### src/rtl/panel_debounce.sv
// Front-panel input conditioner: per-channel synchroniser, stable-count debouncer,
// polarity correction, press/release edge pulses and an optional auto-repeat pulse train.
module panel_debounce #(
    parameter int              N_CH         = 8,
    parameter int              SYNC_STAGES  = 2,
    parameter int              STABLE_CYC   = 16,
    parameter logic [N_CH-1:0] INVERT       = '0,
    parameter int              REPEAT_DELAY = 10,
    parameter int              REPEAT_RATE  = 3
) (
    input  logic            clk_i,
    input  logic            srst_i,
    input  logic [N_CH-1:0] raw_i,
    input  logic [N_CH-1:0] rpt_en_i,
    output logic [N_CH-1:0] level_o,
    output logic [N_CH-1:0] press_o,
    output logic [N_CH-1:0] release_o,
    output logic [N_CH-1:0] rpt_o
);

    localparam int CNT_W   = $clog2(STABLE_CYC);
    localparam int RPT_MAX = (REPEAT_DELAY > REPEAT_RATE) ? REPEAT_DELAY : REPEAT_RATE;
    localparam int RC_W    = $clog2(RPT_MAX + 1);

    localparam logic [CNT_W-1:0] CNT_LAST = CNT_W'(STABLE_CYC - 1);
    localparam logic [RC_W-1:0]  DELAY_M1 = RC_W'(REPEAT_DELAY - 1);
    localparam logic [RC_W-1:0]  RATE_M1  = RC_W'(REPEAT_RATE - 1);

    // Synchroniser flops reset to INVERT so the corrected level reads idle out of reset.
    logic [N_CH-1:0] r_sync [SYNC_STAGES];
    logic [N_CH-1:0] w_s;

    always_ff @(posedge clk_i) begin
        if (srst_i) begin
            for (int k = 0; k < SYNC_STAGES; k++) begin
                r_sync[k] <= INVERT;
            end
        end else begin
            r_sync[0] <= raw_i;
            for (int k = 1; k < SYNC_STAGES; k++) begin
                r_sync[k] <= r_sync[k-1];
            end
        end
    end

    assign w_s = r_sync[SYNC_STAGES-1] ^ INVERT;

    for (genvar i = 0; i < N_CH; i++) begin : g_ch
        logic [CNT_W-1:0] r_cnt;
        logic [RC_W-1:0]  r_rc;
        logic             r_first;
        logic             r_level;
        logic             r_press;
        logic             r_release;
        logic             r_rpt;
        logic             w_flip;
        logic             w_rise;
        logic             w_fall;

        assign w_flip = (w_s[i] != r_level) && (r_cnt == CNT_LAST);
        assign w_rise = w_flip &&  w_s[i];
        assign w_fall = w_flip && !w_s[i];

        always_ff @(posedge clk_i) begin
            if (srst_i) begin
                r_cnt     <= '0;
                r_level   <= 1'b0;
                r_press   <= 1'b0;
                r_release <= 1'b0;
            end else begin
                r_press   <= w_rise;
                r_release <= w_fall;
                if (w_s[i] == r_level) begin
                    r_cnt <= '0;
                end else if (w_flip) begin
                    r_cnt   <= '0;
                    r_level <= w_s[i];
                end else begin
                    r_cnt <= r_cnt + CNT_W'(1);
                end
            end
        end

        // The release edge sees the old level still high, so it must mask the repeat decision.
        always_ff @(posedge clk_i) begin
            if (srst_i) begin
                r_rc    <= '0;
                r_first <= 1'b0;
                r_rpt   <= 1'b0;
            end else begin
                r_rpt <= 1'b0;
                if (w_rise) begin
                    r_rc    <= '0;
                    r_first <= 1'b1;
                end else if (w_fall || !r_level || !rpt_en_i[i]) begin
                    r_rc <= '0;
                    if (!rpt_en_i[i]) begin
                        r_first <= 1'b0;
                    end
                end else if (r_rc == (r_first ? DELAY_M1 : RATE_M1)) begin
                    r_rpt   <= 1'b1;
                    r_rc    <= '0;
                    r_first <= 1'b0;
                end else begin
                    r_rc <= r_rc + RC_W'(1);
                end
            end
        end

        assign level_o[i]   = r_level;
        assign press_o[i]   = r_press;
        assign release_o[i] = r_release;
        assign rpt_o[i]     = r_rpt;
    end

endmodule

### config.mk
export PLATFORM = sky130hd
export DESIGN_NAME = panel_debounce
export DESIGN_NICKNAME = d
export VERILOG_FILES = /design/src/rtl/panel_debounce.sv
export SDC_FILE = /design/constraint.sdc
export NUM_CORES = 1
export LEC_CHECK = 0
export ABC_AREA = 0
export CAP_MARGIN = 10
export CORE_UTILIZATION = 36
export CTS_BUF_LIST = sky130_fd_sc_hd__clkbuf_8
export CTS_CLUSTER_DIAMETER = 50
export CTS_CLUSTER_SIZE = 8
export DETAILED_ROUTE_END_ITERATION = 16
export HOLD_SLACK_MARGIN = 0.05
export PLACE_DENSITY = 0.62
export SETUP_SLACK_MARGIN = 0.5
export SLEW_MARGIN = 15
export SYNTH_ARGS = -nofsm -noshare
export SYNTH_HDL_FRONTEND = slang
export SYNTH_SLANG_ARGS = --single-unit
export TNS_END_PERCENT = 20
### constraint.sdc
create_clock -name clk_i -period 1.5 [get_ports clk_i]
set_input_delay 0.15 -clock clk_i [delete_from_list [all_inputs] [get_ports clk_i]]
set_output_delay 0.15 -clock clk_i [all_outputs]
set_load 0.01 [all_outputs]
==> impl_summary.txt <==
----------------------------------------------------
[Clocking]
  Clock transition at path regs ... 0.07 ns
  TritonCTS Sinks ... 120
  H-tree lvl count ... 4
  Clock buffers created by TritonCTS ... 17
  Clock latency on the worst-skew pair ... 0.43 ns
  Buffer cell driving the clock tree root ... clkbuf_8
  CTS tree ... done
  Hold buffers post-CTS ... 0
  Clock tree buffer depth ... 2

[Setup path]
  Critical path cell sequence ... or4b_4, a21oi_4, a31oi_1
  Largest driver fanout on the critical path ... 5
  Data required time of the critical path ... 1.80 ns
  Critical setup path kind ... reg -> reg
  Buffering stage count on the worst path with inverters included ... 0
  Worst R2R Start ... g_ch[4].r_rc[0]
  Arrival time at the worst endpoint ... 1.65 ns
  Kind of end point of the critical path ... flip-flop
  Largest stage delay on the critical path ... 0.55 ns
  Number of stages on the worst setup path ... 3
  Number of cell instances on the worst register-to-register path ... 3
  Worst-path cell with the longest stage delay ... or4b_4
  Kind of cell with the highest combined delay on the critical path ... simple AND/OR/NAND/NOR gates
  Critical path launch point ... g_ch[4].r_rc[0]
  Worst setup SP type ... flip-flop

[Synthesis]
  Distinct cell type count of the synthesized netlist ... 35
  Part of the Yosys area used for sequential elements ... 51.1%
  Yosys warning count ... 0
  Area of the mapped netlist ... 0.00470 mm2
  Top FF cell, synth ... dfxtp_1
  Post-Synthesis Mean Instance Area ... 10.4 um2
  Number of enable-type register cells in the synthesized netlist ... 0
  Share of Yosys cell area claimed by the top area cell type ... 51.1%
  Register bit total from synthesis ... 120
  Cell accounting for the most synthesized area ... dfxtp_1
  Cells after synthesis ... 451
  Synthesized net count ... 485
  Main area contributors after synthesis ... dfxtp_1, buf_4, xor2_1
  Ys async rst share ... 0%

[GRT]
  Remaining global-route overflow ... 0
  Maximum number of pins on one net before global-route repair ... 43
  Via count of the first global-routing pass ... 3236
  Number of antenna violations at the first check in global routing ... 0
  Total GRT Usage ... 13.9%
  Global-route wire length before repair ... 14400 um

[Floorplanning]
  Number of top-level design ports ... 50
  Die Y-Extent ... 116 um
  Number of placement rows ... 41
  Die width ... 116 um
  DIE AREA ... 0.0135 mm2
  Initial Utilization ... 37.1%
  Core box area ... 0.0127 mm2

[Pwr]
  Comb power frac ... 2.4%
  PwrDens ... 1000 mW/mm2
  Max VDD drop ... 1.14 mV
  Sequential power share ... 52.2%
  Net switching component of the power ... 1310 uW
  Leakage ... 0.00231 uW
  Clock Power Share ... 45.4%
  Int Pwr ... 4840 uW
  Share of total power consumed by net switching ... 21.3%

[Cells and area]
  Fraction of layout cells with a size suffix above 1 ... 33.0%
  Leading cell type in the layout, fill and taps excluded ... dfxtp_1
  Final antenna diode count ... 0
  Multi-input combinational cell area ... 0.00227 mm2
  Sequential standard cell area ... 0.00249 mm2
  Most used cells in the layout excluding fill and tap cells ... dfxtp_1, nor2_1, buf_4
  Fillers ... 1217
  Post-synthesis to final-layout area growth ... 30.2%
  Fin nets ... 548

[Run]
  Maximum capacitance violations ... 0

[Timing]
  Minimum clock period after layout ... 1.36 ns
  Crit share post-route ... 90.6%
  Slew @ Worst Pin ... 0.347 ns
  Worst clock skew ... 0.0115 ns
  Max Slew Vio Count ... 0
  Highest clock frequency the design can meet ... 736 MHz
  Total setup violations reported at the end of the flow ... 0
  Worst Hold Margin ... 0.156 ns
  Final hold vios ... 0
  Setup repair after global routing missed its margin ... true
  Worst-case headroom to the max-slew limit ... 76.7%
  TNS Setup ... 0 ns

[Route]
  Drc violations ... 0
  Per-cell routed wire length ... 12.6 um
  Number of violations reported at the end of detailed-routing iteration 0 ... 210
  Top Layer Used ... met4
  Antenna violation net count after detailed routing ... 0
  Met1 Wirelength ... 3980 um
  Met2 wire length ... 4270 um
  Via-to-Cell Ratio ... 4.85
  Router iterations before antenna repair ... 6
  Wire length after detailed routing ... 8840 um
  Via count ... 3391
  Metal3 WL ... 403 um

[Worst hold path]
  Startpoint of the tightest hold check path ... srst_i
  Hold Path Cell Cnt ... 3
  Min-delay worst type ... in -> reg

[Placement]
  Count of input and output buffers ... 49
  Last weighted congestion value of the routability-driven placer ... 0.761
  Half-perimeter wire length after placement ... 5650 um

[Outcome]
  Outcome ... finished clean

----------------------------------------------------
==> power groups by stage <==
stage | Combinational, uW | Clock (uW) | Sequential (uW)
detailed placement | 143 | 0 | 3300
finish | 148 | 2790 | 3210
floorplan | 64.6 | 0 | 3300
global placement | 140 | 0 | 3300
CTS | 144 | 2890 | 3220
global route | 164 | 3060 | 3210
==> Yosys cell counts, drive strengths merged (7+ instances only) <==
cell    number
dfxtp      120
nor2        39
buf         35
nand3       32
nor3        25
xor2        24
ha          16
inv         16
nand4b      16
nor2b       16
xnor2       16
nor3b       10
a21oi        9
nand4        8
or4b         8
a211oi       7
mux2i        7
nand3b       7
==> timing repair <==
| action | 4_1_cts | 5_1_grt |
|---|---|---|
| cloned | 0 | 0 |
| pin swaps | 0 | 32 |
| hold endpoints to repair | 0 | 0 |
| resized for setup | 133 | 76 |
| endpoints found under the setup margin | 131 | 136 |
| setup buffers | 6 | 18 |
==> metal layers <==
layer | vias to the layer above | track usage (%)
met3 | 17 | 5.40
met2 | 64 | 21.7
met5 | - | 0
met4 | 0 | 9.15
li1 | 1706 | -
met1 | 1604 | 15.7
==> worst min-delay path, delay by kind of cell <==
kind	cells	cell delay, ns
buffers and inverters	2	0.33
and+or+nand+nor	1	0.06
==> kinds of logic after synthesis <==
logic type,share of synthesized area (%)
compound gates,5.86
xor+xnor,7.45
fa+ha+maj,4.26
buf+inv,7.03
flops,51.1
mux,1.49
simple gates,22.8
==> path summary, 6_finish.rpt <==
check / slack (ns) / endpoint
max reg2reg: 0.14 / g_ch[4].r_first
max: 0.14 / g_ch[4].r_first
min: 0.16 / r_sync[0][15]
min reg2reg: 0.44 / r_sync[0][13]
==> through the flow <==
stage | total power [uW] | instance area [um2] | setup slack [ns] | cells | utilization, %
floorplan | 3360 | 4780 | 0.251 | 451 | -
global placement | 3440 | 5320 | 0.211 | 643 | 41.9
detailed placement | 3450 | 5320 | 0.159 | 643 | 41.9
CTS | 6260 | 5710 | 0.154 | 681 | 45.0
global route | 6440 | 6120 | 0.0796 | 699 | 48.3
finish | 6150 | 6120 | 0.142 | 699 | 48.3
==> state kept, by name, summed over array words and instances (netlist names) <==
name / flops
g_ch.r_rpt: 8
g_ch.r_release: 8
r_sync: 16
g_ch.r_first: 8
g_ch.r_level: 8
g_ch.r_rc: 32
g_ch.r_press: 8
g_ch.r_cnt: 32
==> area by class of cell <==
class	instances	area share, %
Sequential cell	120	40.7
Inverter	16	0.981
Tap cell	172	3.52
Multi-Input combinational cell	276	37.1
Clock inverter	12	1.78
Clock buffer	20	4.50
Timing Repair Buffer	83	11.5
(Power assumes the default switching activity.)
